--- src/rtl/renkon_linebuf_feeder_pkg.sv ---
// Shared widths, feeder state encoding and address-width helper for the
// renkon line-buffer feeder slice.
package renkon_linebuf_feeder_pkg;

  localparam int unsigned DWIDTH = 16;
  localparam int unsigned LWIDTH = 10;
  localparam int unsigned STEP   = 1;

  typedef enum logic [1:0] {
    S_IDLE,
    S_ISSUE,
    S_WAITLOW,
    S_FEED
  } feeder_state_t;

  function automatic int unsigned addr_width(input int unsigned depth);
    return (depth > 1) ? $clog2(depth) : 1;
  endfunction

endpackage

--- src/rtl/renkon_linebuf_feeder_if.sv ---
// Controller, feature-map memory and line-buffer signals of the feeder.
// master = feeder side, slave = environment (controller/memory/linebuf).
interface renkon_linebuf_feeder_if
  import renkon_linebuf_feeder_pkg::*;
#(
  parameter int unsigned MEMSIZE = 65536
);
  localparam int unsigned AWIDTH = addr_width(MEMSIZE);

  logic                     req;
  logic                     ack;
  logic [LWIDTH-1:0]        img_size;
  logic [AWIDTH-1:0]        base_addr;
  logic [AWIDTH-1:0]        mem_addr;
  logic signed [DWIDTH-1:0] mem_rdata;
  logic                     buf_req;
  logic                     buf_ack;
  logic                     buf_ready;
  logic signed [DWIDTH-1:0] buf_input;

  modport master (
    input  req, img_size, base_addr, mem_rdata, buf_ack, buf_ready,
    output ack, mem_addr, buf_req, buf_input
  );

  modport slave (
    output req, img_size, base_addr, mem_rdata, buf_ack, buf_ready,
    input  ack, mem_addr, buf_req, buf_input
  );

endinterface

--- src/rtl/renkon_linebuf_feeder.sv ---
// Streams a feature map from 1-cycle-latency memory into the padded line
// buffer, one pixel per buf_ready, with address lookahead for zero bubbles.
module renkon_linebuf_feeder
  import renkon_linebuf_feeder_pkg::*;
#(
  parameter int unsigned IMAGE   = 32,
  parameter int unsigned MEMSIZE = 65536
)(
  input  logic                    clk,
  input  logic                    xrst,
  renkon_linebuf_feeder_if.master bus
);

  localparam int unsigned AWIDTH = addr_width(MEMSIZE);
  localparam int unsigned CWIDTH = $clog2(IMAGE * IMAGE + 1);

  feeder_state_t      state, state_nx;
  logic [CWIDTH-1:0]  cnt;
  logic [CWIDTH-1:0]  total;
  logic [AWIDTH-1:0]  base;
  logic [2*LWIDTH-1:0] size_ext;
  logic [2*LWIDTH-1:0] prod;
  logic               busy;
  logic               running;
  logic               adv;

  assign size_ext = {{LWIDTH{1'b0}}, bus.img_size};
  assign prod     = size_ext * size_ext;
  assign busy     = (state != S_IDLE);
  assign running  = (cnt < total);
  // The memory registers mem_addr, so a pixel consumed now must already have
  // its successor's address on the bus in the same cycle.
  assign adv      = busy && bus.buf_ready && running;

  always_ff @(posedge clk or negedge xrst) begin
    if (!xrst) state <= S_IDLE;
    else       state <= state_nx;
  end

  always_comb begin
    state_nx = state;
    unique case (state)
      S_IDLE:    if (bus.req)      state_nx = S_ISSUE;
      S_ISSUE:                     state_nx = S_WAITLOW;
      S_WAITLOW: if (!bus.buf_ack) state_nx = S_FEED;
      S_FEED:    if (bus.buf_ack)  state_nx = S_IDLE;
      default:                     state_nx = S_IDLE;
    endcase
  end

  always_comb begin
    bus.ack       = (state == S_IDLE);
    bus.buf_req   = (state == S_ISSUE);
    bus.mem_addr  = base + AWIDTH'(cnt) + AWIDTH'(adv);
    bus.buf_input = running ? bus.mem_rdata : '0;
  end

  always_ff @(posedge clk or negedge xrst) begin
    if (!xrst) begin
      cnt   <= '0;
      total <= '0;
      base  <= '0;
    end else if (state == S_IDLE && bus.req) begin
      base  <= bus.base_addr;
      total <= prod[CWIDTH-1:0];
      cnt   <= '0;
    end else if (adv) begin
      cnt   <= cnt + CWIDTH'(1);
    end
  end

endmodule

--- src/flat_wrapper.sv ---
// flat-port wrapper written by rule: the top's interface ports become plain ports
module renkon_linebuf_feeder_flat import renkon_linebuf_feeder_pkg::*;
#(
  parameter int unsigned IMAGE   = 32,
  parameter int unsigned MEMSIZE = 65536
)
  (clk, xrst, bus_req, bus_img_size, bus_base_addr, bus_mem_rdata, bus_buf_ack, bus_buf_ready, bus_ack, bus_mem_addr, bus_buf_req, bus_buf_input);
  renkon_linebuf_feeder_if #(.MEMSIZE(MEMSIZE)) bus_i ();
  input  logic clk;
  input  logic xrst;
  input wire logic [$bits(bus_i.req)-1:0] bus_req;
  input wire logic [$bits(bus_i.img_size)-1:0] bus_img_size;
  input wire logic [$bits(bus_i.base_addr)-1:0] bus_base_addr;
  input wire logic [$bits(bus_i.mem_rdata)-1:0] bus_mem_rdata;
  input wire logic [$bits(bus_i.buf_ack)-1:0] bus_buf_ack;
  input wire logic [$bits(bus_i.buf_ready)-1:0] bus_buf_ready;
  output wire logic [$bits(bus_i.ack)-1:0] bus_ack;
  output wire logic [$bits(bus_i.mem_addr)-1:0] bus_mem_addr;
  output wire logic [$bits(bus_i.buf_req)-1:0] bus_buf_req;
  output wire logic [$bits(bus_i.buf_input)-1:0] bus_buf_input;
  assign bus_i.req = bus_req;
  assign bus_i.img_size = bus_img_size;
  assign bus_i.base_addr = bus_base_addr;
  assign bus_i.mem_rdata = bus_mem_rdata;
  assign bus_i.buf_ack = bus_buf_ack;
  assign bus_i.buf_ready = bus_buf_ready;
  assign bus_ack = bus_i.ack;
  assign bus_mem_addr = bus_i.mem_addr;
  assign bus_buf_req = bus_i.buf_req;
  assign bus_buf_input = bus_i.buf_input;
  renkon_linebuf_feeder #(.IMAGE(IMAGE), .MEMSIZE(MEMSIZE)) u_core (.clk(clk), .xrst(xrst), .bus(bus_i));
endmodule
--- config.mk ---
export PLATFORM = sky130hd
export DESIGN_NAME = renkon_linebuf_feeder_flat
export DESIGN_NICKNAME = d
export VERILOG_FILES = /design/src/rtl/renkon_linebuf_feeder_pkg.sv /design/src/rtl/renkon_linebuf_feeder_if.sv /design/src/rtl/renkon_linebuf_feeder.sv /design/src/flat_wrapper.sv
export SDC_FILE = /design/constraint.sdc
export NUM_CORES = 1
export LEC_CHECK = 0
export ABC_AREA = 1
export CAP_MARGIN = 20
export CORE_ASPECT_RATIO = 1.25
export CORE_MARGIN = 5
export CORE_UTILIZATION = 55
export DETAILED_ROUTE_END_ITERATION = 10
export PLACE_DENSITY = 0.84
export SYNTH_ARGS = -nofsm -noshare
export SYNTH_HDL_FRONTEND = slang
export SYNTH_SLANG_ARGS = --single-unit
--- constraint.sdc ---
create_clock -name clk -period 7.87 [get_ports clk]
set_clock_uncertainty 0.2 [all_clocks]
set_input_delay 2.361 -clock clk [delete_from_list [all_inputs] [get_ports clk]]
set_output_delay 2.361 -clock clk [all_outputs]
set_load 0.005 [all_outputs]
==> flow_summary_export.csv, run 1 <==
group,metric,value,unit
sta,finalSetupViolCount,0,
sta,fin_crit,7.44,ns
clock_tree,cts_buffers,5,
critical_path,crit_path_start,"bus_buf_ready",
clock_tree,cts_tree,"done",
critical_path,rr_worst_depth,6,
floorplan,fp.dieH,109,um
synthesis,yosysMostFrequentCell,"nand2_1",
routing,drtIter0Drc,169,
global_route,first_global_vias,4134,
synthesis,synthTopCellsByArea,"dfrtp_1 (23%), nand2_1 (15%), ha_1 (13%)",
synthesis,ys_async_sr_fraction,1.00,
clock_tree,postCtsSetupRepairBufs,0,
sta,tightest_slew,0.898,ns
sta,post-route-period-util,0.945,
sta,max-slew-margin-rel,0.401,
global_route,grt_use_total,0.217,
critical_path,rr_endpoint,"u_core.total[3]$_DFFE_PN0P_",
routing,post_drt_wl_per_cell,13.0,um
synthesis,synth.largest_area_cell,"dfrtp_1",
min_path,min_path_type,"register to register",
critical_path,rrSetupSlack,5.51,ns
clock_tree,path_clk_slew,0.07,ns
floorplan,rows,36,
global_route,grt.met2_usage,0.427,
critical_path,critPathKind,"input pin to primary output",
synthesis,synth_fp_nets,726,
routing,ant_nets,0,
clock_tree,htree_num_levels,2,
placed_design,dp_hpwl,8.26,mm
power_and_ir_drop,p_leak,2.95,nW
placed_design,portBuffers,80,
placed_design,globalplace.congestion,0.910,
sta,timing.hold.ws,0.288,ns
clock_tree,clock_path_buffers,2,
final_layout,fin_nets,802,
final_layout,synthToLayoutAreaGrowth,22.5,%
power_and_ir_drop,powerDensity,305,mW/mm^2
flow_run,maxCapViolCount,0,
clock_tree,root_buffer,"clkbuf_8",
sta,fin_setup_tns,0,ns
synthesis,ys_types,33,
critical_path,crit_arrival,4.88,ns
critical_path,worstSetupStartpointType,"input pin",
synthesis,avgSynthCellArea,7.06,um^2
critical_path,cp.required,5.31,ns
global_route,antenna_found_initial,0,
sta,fmaxAchievable,134,MHz
clock_tree,cts_resized,0,
routing,viasPerCell,5.18,
synthesis,syn_inst,608,
floorplan,initial_core_util,0.558,
global_route,top_usage_layer,"met2",
global_route,grt_start_max_net_pins,41,
routing,firstDrtPassIters,4,
sta,rsz0062_at_grt,"no",
synthesis,ys_seq_area_frac,0.227,
floorplan,ios,81,
synthesis,ys.flop_type,"dfrtp_1",
clock_tree,clk_latency,0.29,ns
critical_path,r2r_start,"u_core.state[1]$_DFFE_PN0P_",
power_and_ir_drop,peakVddDrop,0.000227,V
critical_path,critical_path.max_fanout,6,
global_route,grt.overflow.total,0,
synthesis,ys_ff_latch,39,
sta,hold_violations,0,
floorplan,coreArea,0.00770,mm^2
clock_tree,clock_sinks,39,
global_route,grt_pass1_wl,17.0,mm
synthesis,ys_warn_count,0,
floorplan,chipWidth,89.0,um
floorplan,dieArea,0.00969,mm^2
synthesis,synthDominantCellAreaShare,0.227,
critical_path,cp-endpoint,"bus_mem_addr[13]",
final_layout,n_fill_cell,664,
global_route,grtUsageMet1,0.227,
critical_path,end_kind,"primary output",
routing,drc,0,
routing,wirelength,10.2,mm
sta,slew_viol_final,0,
synthesis,netlist_top_cells_count,"nand2_1 (172), inv_1 (124), nor2_1 (47)",
status,run_status,"finished, final reports clean",
global_route,grt_util_met3,0.0265,
synthesis,syn-cell-area,0.00430,mm^2
synthesis,synth_edf_count,0,
final_layout,diodes,0,
clock_tree,hold_buffers,0,
routing,vias,4043,
final_layout,layout-drive-gt1-share,0.0277,
## layout by cell type, fill, tap and decap left out, types with 2 or more instances in the layout
cell,synthesis,routed
a21oi_1,26,26
buf_4,1,4
clkbuf_8,0,7
clkdlybuf4s50_1,0,79
dfrtp_1,39,39
fa_1,25,25
ha_1,46,46
inv_1,124,124
nand2_1,172,172
nand2_2,2,2
nand3_1,38,38
nand3_2,2,2
nand3b_1,6,6
nand4_1,6,6
nor2_1,47,47
nor3_1,5,5
o211ai_1,2,2
o21a_1,2,2
o21ai_0,14,14
o21bai_1,3,3
o22ai_1,2,2
xnor2_1,7,7
xor2_1,17,17
## logic make-up (layout without fill, tap and decap cells)
| logic type | count (synthesis) | count (layout) | synth area share |
|---|---|---|---|
| buffers and inverters | 139 | 216 | 0.126 |
| AND/OR/NAND/NOR | 280 | 280 | 0.275 |
| AO/OA/AOI/OAI | 55 | 55 | 0.0722 |
| flip-flops | 39 | 39 | 0.227 |
| adder cells (fa/ha/maj) | 71 | 71 | 0.251 |
| XOR/XNOR | 24 | 24 | 0.0489 |
## final cells by class
cell class / instances / area (um^2) / area share
multi-input cells: 430 / 2780 / 0.528
flip-flops and latches: 39 / 976 / 0.185
repair buffers: 84 / 826 / 0.157
inverters: 124 / 465 / 0.0884
well taps: 95 / 119 / 0.0226
clock buffers: 8 / 100 / 0.0190
## critical path, cell delays in order
cell and delay (ns):
clkdlybuf4s50_1 0.40, inv_1 0.06, nor2_1 0.05, inv_1 0.09, nor2_4 0.05, fa_1 0.44
nand2_1 0.10, nand2_2 0.08, nand2_1 0.08, nand2_2 0.09, nand3_1 0.13, nand3_2 0.16
nand2_1 0.11, xor2_1 0.16, clkdlybuf4s50_1 0.52
## stage by stage
stage / power [mW] / utilization / std cells / setup slack [ns] / area, um^2
after global routing: 1.76 / 0.683 / 780 / 0.261 / 5260
after global placement: 1.40 / 0.670 / 772 / 0.508 / 5160
after floorplan: 1.05 / - / 608 / 1.29 / 4300
final: 1.60 / 0.683 / 780 / 0.434 / 5260
after detailed placement: 1.46 / 0.670 / 772 / 0.430 / 5160
after CTS: 1.61 / 0.683 / 780 / 0.430 / 5260
## report_power, final
group / switching (mW) / leakage [nW] / internal [mW]
clock network: 0.0719 / 0.0515 / 0.0801
registers: 0.0733 / 0.495 / 0.285
logic: 0.576 / 2.41 / 0.516
## worst min-delay path by stage
stage,startpoint,endpoint,cells past startpoint
after CTS,u_core.total[10]$_DFFE_PN0P_,u_core.total[10]$_DFFE_PN0P_,2
after floorplan,u_core.total[10]$_DFFE_PN0P_,u_core.total[10]$_DFFE_PN0P_,2
final,u_core.total[10]$_DFFE_PN0P_,u_core.total[10]$_DFFE_PN0P_,2
after global placement,u_core.total[9]$_DFFE_PN0P_,u_core.total[9]$_DFFE_PN0P_,2
after detailed placement,u_core.total[10]$_DFFE_PN0P_,u_core.total[10]$_DFFE_PN0P_,2
after global routing,u_core.base[10]$_DFFE_PN0P_,u_core.base[10]$_DFFE_PN0P_,2
## metal layers
| layer | vias up | part of all wire |
|---|---|---|
| met5 | - | 0 |
| met4 | 0 | 0.032 |
| met3 | 25 | 0.033 |
| met2 | 84 | 0.55 |
| met1 | 1908 | 0.39 |
| li1 | 2026 | - |
## registers in the layout, indices dropped and copies added, names as in the netlist
register / cells
u_core.total: 10
u_core.base: 16
u_core.cnt: 11
u_core.state: 2
Power figures use the tool's default switching activity.
==> run 2: changes to the inputs <==
--- a/config.mk
+++ b/config.mk
@@ -9,9 +9,9 @@
 export CAP_MARGIN = 20
 export CORE_ASPECT_RATIO = 1.25
 export CORE_MARGIN = 5
-export CORE_UTILIZATION = 55
+export CORE_UTILIZATION = 45
 export DETAILED_ROUTE_END_ITERATION = 10
-export PLACE_DENSITY = 0.84
+export PLACE_DENSITY = 0.75
 export SYNTH_ARGS = -nofsm -noshare
 export SYNTH_HDL_FRONTEND = slang
 export SYNTH_SLANG_ARGS = --single-unit
==> flow_summary_export.csv, run 2 (same netlist as run 1, synthesis figures left out) <==
group,metric,value,unit
status,run_status,"finished, final reports clean",
final_layout,synthToLayoutAreaGrowth,24.0,%
routing,drc,0,
power_and_ir_drop,finalPower,1.65,mW
sta,post-route-period-util,0.939,
clock_tree,clock_path_buffers,2,
critical_path,critPathKind,"input pin to primary output",
clock_tree,htree_num_levels,2,
min_path,min_path_cells,2,
final_layout,largest_register,"u_core.base",
sta,max-slew-margin-rel,0.393,
critical_path,crit_arrival,4.83,ns
global_route,grt_pass1_wl,17.2,mm
clock_tree,clock_sinks,39,
routing,ant_nets,0,
critical_path,r2r_start,"u_core.state[0]$_DFFE_PN0P_",
final_layout,layout_commonest_cell,"nand2_1",
floorplan,dieArea,0.0116,mm^2
global_route,grt_use_total,0.174,
sta,setup_ws,0.482,ns
power_and_ir_drop,peakVddDrop,0.000107,V
flow_run,maxCapViolCount,0,
placed_design,portBuffers,80,
clock_tree,cts_resized,0,
final_layout,largest_reg_flops,16,
final_layout,fin_nets,800,
floorplan,ios,81,
placed_design,placedInstanceArea,0.00518,mm^2
critical_path,rr_worst_depth,7,
min_path,hp-start,"u_core.total[10]$_DFFE_PN0P_",
critical_path,end_kind,"primary output",
critical_path,rr_endpoint,"u_core.total[7]$_DFFE_PN0P_",
floorplan,fp.dieH,119,um
final_layout,mostFrequentLayoutCells,"nand2_1 (172), inv_1 (124), clkdlybuf4s50_1 (79)",
sta,tightest_slew,0.910,ns
routing,vias,3995,
placed_design,globalplace.congestion,0.880,
power_and_ir_drop,p_leak,2.96,nW
floorplan,rows,39,
routing,wirelength,10.2,mm
sta,rsz0062_at_grt,"no",
floorplan,coreArea,0.00922,mm^2
final_layout,final_cell_area,0.00533,mm^2
clock_tree,hold_buffers,0,
final_layout,layout-drive-gt1-share,0.0249,
final_layout,reg.largest.list,"u_core.base x16, u_core.cnt x11, u_core.total x10",
global_route,first_global_vias,3969,
sta,fin_setup_tns,0,ns
global_route,grt.overflow.total,0,
sta,slew_viol_final,0,
clock_tree,clk_latency,0.28,ns
clock_tree,cts_tree,"done",
placed_design,dp_hpwl,8.26,mm
min_path,min_path_type,"register to register",
placed_design,pre_cts_ws,0.460,ns
routing,post_drt_wl_per_cell,12.7,um
global_route,antenna_found_initial,0,
sta,fmaxAchievable,135,MHz
routing,firstDrtPassIters,4,
routing,viasPerCell,4.96,
min_path,holdPathEnd,"u_core.total[10]$_DFFE_PN0P_",
final_layout,diodes,0,
power_and_ir_drop,powerDensity,309,mW/mm^2
sta,fin_crit,7.39,ns
sta,finalSetupViolCount,0,
clock_tree,root_buffer,"clkbuf_16",
global_route,grt_start_max_net_pins,41,
clock_tree,path_clk_slew,0.06,ns
clock_tree,postCtsSetupRepairBufs,0,
critical_path,critical_path.max_fanout,6,
floorplan,chipWidth,97.4,um
routing,drtIter0Drc,91,
final_layout,final_core_util,0.578,
critical_path,rrSetupSlack,5.49,ns
sta,hold_violations,0,
floorplan,initial_core_util,0.466,
critical_path,worstSetupStartpointType,"input pin",
critical_path,cp.required,5.31,ns
clock_tree,cts_buffers,5,
==> run 2: how the worst max path moves through the flow <==
stage / startpoint / to / slack, ns / depth (start not counted)
after floorplan: bus_img_size[1] / u_core.total[10]$_DFFE_PN0P_ / 1.29 / 18
after global placement: bus_buf_ready / bus_mem_addr[15] / 0.50 / 15
after detailed placement: bus_buf_ready / bus_mem_addr[13] / 0.46 / 15
after CTS: bus_buf_ready / bus_mem_addr[13] / 0.46 / 15
after global routing: bus_buf_ready / bus_mem_addr[13] / 0.32 / 15
final: bus_buf_ready / bus_mem_addr[13] / 0.48 / 15
==> run 2: where the power goes <==
part           internal (mW)  switching (mW)
combinational          0.515           0.575
clock                  0.124          0.0758
sequential             0.286          0.0708
==> run 2: per-stage QoR <==
step           hold slack, ns  std cells
2_1_floorplan           0.249        608
3_3_place_gp            0.268        798
3_5_place_dp            0.268        798
4_1_cts                 0.285        805
5_1_grt                 0.308        805
6_report                0.284        805
==> run 2: critical path, stage by stage <==
cell and delay (ns):
clkdlybuf4s50_1 0.39, inv_1 0.05, nor2_1 0.04, inv_1 0.09, nor2_4 0.05, fa_1 0.44, nand2_1 0.10, nand2_2 0.08
nand2_1 0.08, nand2_2 0.09, nand3_1 0.12, nand3_2 0.16, nand2_1 0.11, xor2_1 0.15, clkdlybuf4s50_1 0.52
==> run 2: routing by layer <==
layer  global-route usage  up-vias  wire length [um]
li1                     -     2017                 -
met1                0.181     1851              3860
met2                0.350       96              5660
met3               0.0251       31               415
met4               0.0597        0               272
met5                    0        -                 0
==> run 2: final cells by class <==
type	count	area [um^2]
fill	839	3890
multi-input combinational	430	2780
sequential	39	976
timing repair buffer	82	811
inverter	124	465
tap	123	154
clock buffer	6	139
clock inverter	1	5.00
==> run 3: changes to the inputs <==
==> constraint.sdc (replaced) <==
create_clock -name clk -period 7.87 [get_ports clk]
set_clock_uncertainty 0.2 [all_clocks]
set_input_delay 2.361 -clock clk [delete_from_list [all_inputs] [get_ports clk]]
set_output_delay 2.361 -clock clk [all_outputs]
set_load 0.05 [all_outputs]
==> flow_summary_export.csv, run 3 (same netlist as run 1, synthesis figures left out) <==
group,metric,value,unit
status,run_status,"finished, final reports clean",
power_and_ir_drop,p_clk_frac,0.100,
global_route,grt_pass1_wl,17.3,mm
clock_tree,postCtsSetupRepairBufs,0,
critical_path,critical_path.max_fanout,12,
sta,fmaxAchievable,134,MHz
floorplan,initial_core_util,0.466,
power_and_ir_drop,peakVddDrop,0.000124,V
sta,post-route-period-util,0.947,
sta,fin_setup_tns,0,ns
routing,ant_nets,0,
clock_tree,root_buffer,"clkbuf_16",
sta,slew_viol_final,0,
clock_tree,htree_num_levels,2,
clock_tree,cts_tree,"done",
power_and_ir_drop,finalPower,2.07,mW
placed_design,portBuffers,80,
final_layout,reg.largest.list,"u_core.base x16, u_core.cnt x11, u_core.total x10",
sta,fin_crit,7.45,ns
power_and_ir_drop,p_switching,1.11,mW
power_and_ir_drop,seqPwrFrac,0.174,
clock_tree,path_clk_slew,0.06,ns
floorplan,ios,81,
placed_design,dp_hpwl,8.12,mm
sta,tightest_slew,0.880,ns
final_layout,diodes,0,
final_layout,mostFrequentLayoutCells,"nand2_1 (172), inv_1 (124), clkdlybuf4s50_1 (69)",
clock_tree,clock_sinks,39,
final_layout,largest_register,"u_core.base",
final_layout,fin_nets,800,
power_and_ir_drop,combPwrFrac,0.726,
placed_design,globalplace.congestion,0.897,
placed_design,dpl.cell_count,798,
sta,finalSetupViolCount,0,
power_and_ir_drop,p_leak,3.00,nW
final_layout,largest_reg_flops,16,
floorplan,dieArea,0.0116,mm^2
routing,drtIter0Drc,148,
placed_design,placedInstanceArea,0.00523,mm^2
power_and_ir_drop,switching_share,0.538,
power_and_ir_drop,powerDensity,384,mW/mm^2
floorplan,fp.dieH,119,um
global_route,grt_use_total,0.175,
routing,drc,0,
final_layout,final_cell_area,0.00539,mm^2
global_route,grt_start_max_net_pins,41,
critical_path,end_kind,"primary output",
placed_design,pre_cts_ws,0.417,ns
global_route,antenna_found_initial,0,
clock_tree,clock_path_buffers,2,
floorplan,chipWidth,97.4,um
routing,firstDrtPassIters,4,
sta,hold_violations,0,
routing,vias,3965,
clock_tree,clk_latency,0.28,ns
clock_tree,cts_buffers,5,
global_route,grt.overflow.total,0,
final_layout,synthToLayoutAreaGrowth,25.4,%
floorplan,coreArea,0.00922,mm^2
floorplan,rows,39,
final_layout,stdcell_count,806,
critical_path,critPathKind,"input pin to primary output",
flow_run,maxCapViolCount,0,
sta,rsz0062_at_grt,"no",
clock_tree,cts_resized,0,
power_and_ir_drop,p_int,955,uW
sta,max-slew-margin-rel,0.412,
critical_path,worstSetupStartpointType,"input pin",
sta,setup_ws,0.416,ns
critical_path,cp.required,5.31,ns
routing,wirelength,10.1,mm
routing,viasPerCell,4.92,
routing,post_drt_wl_per_cell,12.5,um
final_layout,layout-drive-gt1-share,0.0395,
final_layout,layout_commonest_cell,"nand2_1",
clock_tree,hold_buffers,0,
critical_path,crit_arrival,4.89,ns
global_route,first_global_vias,3979,
min_path,min_path_type,"register to register",
## run 3: power by group through the flow
stage | clock network, mW | logic [mW] | registers [mW]
final | 0.207 | 1.50 | 0.359
after floorplan | 0 | 1.10 | 0.338
after global placement | 0 | 1.47 | 0.359
after global routing | 0.217 | 1.65 | 0.370
after detailed placement | 0 | 1.51 | 0.362
after CTS | 0.210 | 1.51 | 0.359
## run 3: area by class of cell
cell class | instances | area [um^2]
fill | 848 | 3840
timing repair buffer | 82 | 861
tap | 123 | 154
multi-input combinational | 430 | 2780
clock inverter | 1 | 8.76
inverter | 124 | 465
clock buffer | 7 | 143
sequential | 39 | 976
## run 3: final timing paths
check                      depth (start not counted)  slack [ns]                         from                          end
setup reg to reg                                   7        5.47  u_core.state[0]$_DFFE_PN0P_  u_core.total[7]$_DFFE_PN0P_
hold reg to reg                                    2        0.28  u_core.total[9]$_DFFE_PN0P_  u_core.total[9]$_DFFE_PN0P_
setup / recovery                                  11        0.42                bus_buf_ready              bus_mem_addr[6]
max in group asynchronous                          1        4.93                         xrst    u_core.cnt[1]$_DFFE_PN0P_
min in group asynchronous                          1        2.00                         xrst   u_core.base[7]$_DFFE_PN0P_
hold / removal                                     2        0.28  u_core.total[9]$_DFFE_PN0P_  u_core.total[9]$_DFFE_PN0P_
## run 3: metal layers
| metal | GRT usage | share of wire | up-vias |
|---|---|---|---|
| li1 | - | - | 2022 |
| met1 | 0.192 | 0.39 | 1840 |
| met2 | 0.340 | 0.55 | 85 |
| met3 | 0.0251 | 0.036 | 18 |
| met4 | 0.0571 | 0.020 | 0 |
| met5 | 0 | 0 | - |
## run 3: critical path, stage by stage
cell and delay (ns):
clkdlybuf4s50_1 0.45, inv_1 0.03, nor2_1 0.11, inv_1 0.09, nor2_4 0.28, fa_1 0.35, nand2_1 0.09, nand2_2 0.10
a21oi_1 0.08, xnor2_1 0.14, clkdlybuf4s50_1 0.82
## run 3: stage by stage
stage | hold WS (ns) | util
global route | 0.299 | 0.584
floorplan | 0.249 | -
detailed placement | 0.267 | 0.567
global placement | 0.266 | 0.567
CTS | 0.283 | 0.584
finish | 0.275 | 0.584
==> RTL edit (flow settings as in run 2) <==
Encoding of `feeder_state_t`: now Gray code (2 bits for 4 states).
--- a/src/rtl/renkon_linebuf_feeder_pkg.sv
+++ b/src/rtl/renkon_linebuf_feeder_pkg.sv
@@ -9,6 +9,6 @@
   typedef enum logic [1:0] {
-    S_IDLE,
-    S_ISSUE,
-    S_WAITLOW,
-    S_FEED
+    S_IDLE    = 2'b00,
+    S_ISSUE   = 2'b01,
+    S_WAITLOW = 2'b11,
+    S_FEED    = 2'b10
   } feeder_state_t;
Check against the original RTL: no difference found for any inputs over 10 cycles, from zero or initial values and one cycle with xrst low; not proved beyond that.
==> RTL edit against run 2 <==
  * Area after synthesis is 1.2% lower
  * Sequential cell count stayed put
  * Sequential share of layout area up 0.19 points
  * Critical endpoint unchanged
  * Worst setup slack improved by 0.043 ns
  * Final area down 1.0%
  * Total power down 13%
  * Highest routed layer unchanged
  * Routed wire length decreased by 1.4%
  * Sequential power shrank 5%
==> RTL edit: results (changes against run 2) <==
metric	value	unit	change
Via Count	3974		-0.53%
pre-CTS WS	0.5100	ns	+0.05024 ns
number of fillers in the final layout	863		+2.9%
delay-heaviest family, CP	simple AND/OR/NAND/NOR gates		
GPL Wtd Cong	0.9944		+13%
met1 GRT Util	0.1976		+0.01694
largest net degree at the start of global routing	40		-2.4%
Placed Area	5132	sq um	-0.99%
synth top area cells	dfrtp_1, nand2_1, ha_1, fa_1, inv_1		
Reg2Reg Depth	9		+2
vias in the first global route	4052		+2.1%
hold slack	0.2783	ns	-0.005645 ns
maximum VDD drop	101.5	uV	-5.3%
met2 Resource Use GR	0.3467		-0.003625
Max Clk Rate	136.1	MHz	+0.58%
Design Area, Final	5273	sq um	-1.0%
r2r startpoint	u_core.cnt[6]		
flop-to-flop setup slack	5.59	ns	+0.10 ns
Avg Cell Area, Syn	7.040	sq um	-0.35%
status	finished, final reports clean		
routing usage on met3	0.02770		+0.002550
All-Layer GR Usage	0.1806		+0.006365
layout cells sized above 1	0.03097		+0.006047
worst reg2reg path endpoint	u_core.cnt[8]		
Post-Syn Nets	717		-1.2%
nets@finish	791		-1.1%
total leakage power	2.933	nW	-1.0%
Post-synth top cells	nand2_1, inv_1, nor2_1, ha_1, dfrtp_1		
routed len/inst	12.57	um	-0.88%
final std cells w/o fill	801		-0.50%
-- RTL edit: changes by cell type after synthesis, moves of 3 or more --
cell	change
o21ai_0	-3
xnor2_1	-3
inv_1	-5
nand2_1	+4
buf_2	+4
xor2_1	+3
ha_1	-4
-- RTL edit: power breakdown --
part	leakage (nW)	internal, W	total, W	switching [W]
Clock	0.0733	0.000115	0.000191	0.0000759
Combinational	2.36	0.000412	0.000899	0.000487
Sequential	0.495	0.000279	0.000340	0.0000606
-- RTL edit: layout make-up --
| class | instances | area share |
|---|---|---|
| clock inverters | 3 | 0.002848 |
| clock buffers | 5 | 0.02373 |
| inverters | 121 | 0.08614 |
| well taps | 123 | 0.02919 |
| multi-input cells | 427 | 0.5178 |
| flip-flops and latches | 39 | 0.1851 |
| repair buffers | 83 | 0.1552 |
-- RTL edit: kinds of logic after synthesis --
group / synth area share
DFF: 0.2299
adders and majority gates: 0.2417
buffers and inverters: 0.1270
AOI/OAI and AO/OA: 0.06838
xor gates and xnor gates: 0.04951
and+or+nand+nor: 0.2835
-- RTL edit: routing by layer --
layer  vias up  wire (um)
met1      1863       3941
met4         0        268
met3        20        346
li1       1999          -
met5         -          0
met2        92       5513
-- RTL edit: worst min path at each step --
stage	from	endpoint	depth (start not counted)
finish	u_core.total[10]	u_core.total[10]	2
CTS	u_core.total[10]	u_core.total[10]	2
floorplan	u_core.total[10]	u_core.total[10]	2
global placement	u_core.total[9]	u_core.total[9]	2
detailed placement	u_core.total[10]	u_core.total[10]	2
global route	u_core.base[2]	u_core.base[2]	2
-- RTL edit: worst reg2reg max path: cells and delay by family (launching register included) --
family / cells / cell delay (ns)
adders and majority gates: 1 / 0.35
DFF: 1 / 0.48
AOI/OAI and AO/OA: 2 / 0.30
and+or+nand+nor: 5 / 0.69
buffers and inverters: 1 / 0.19
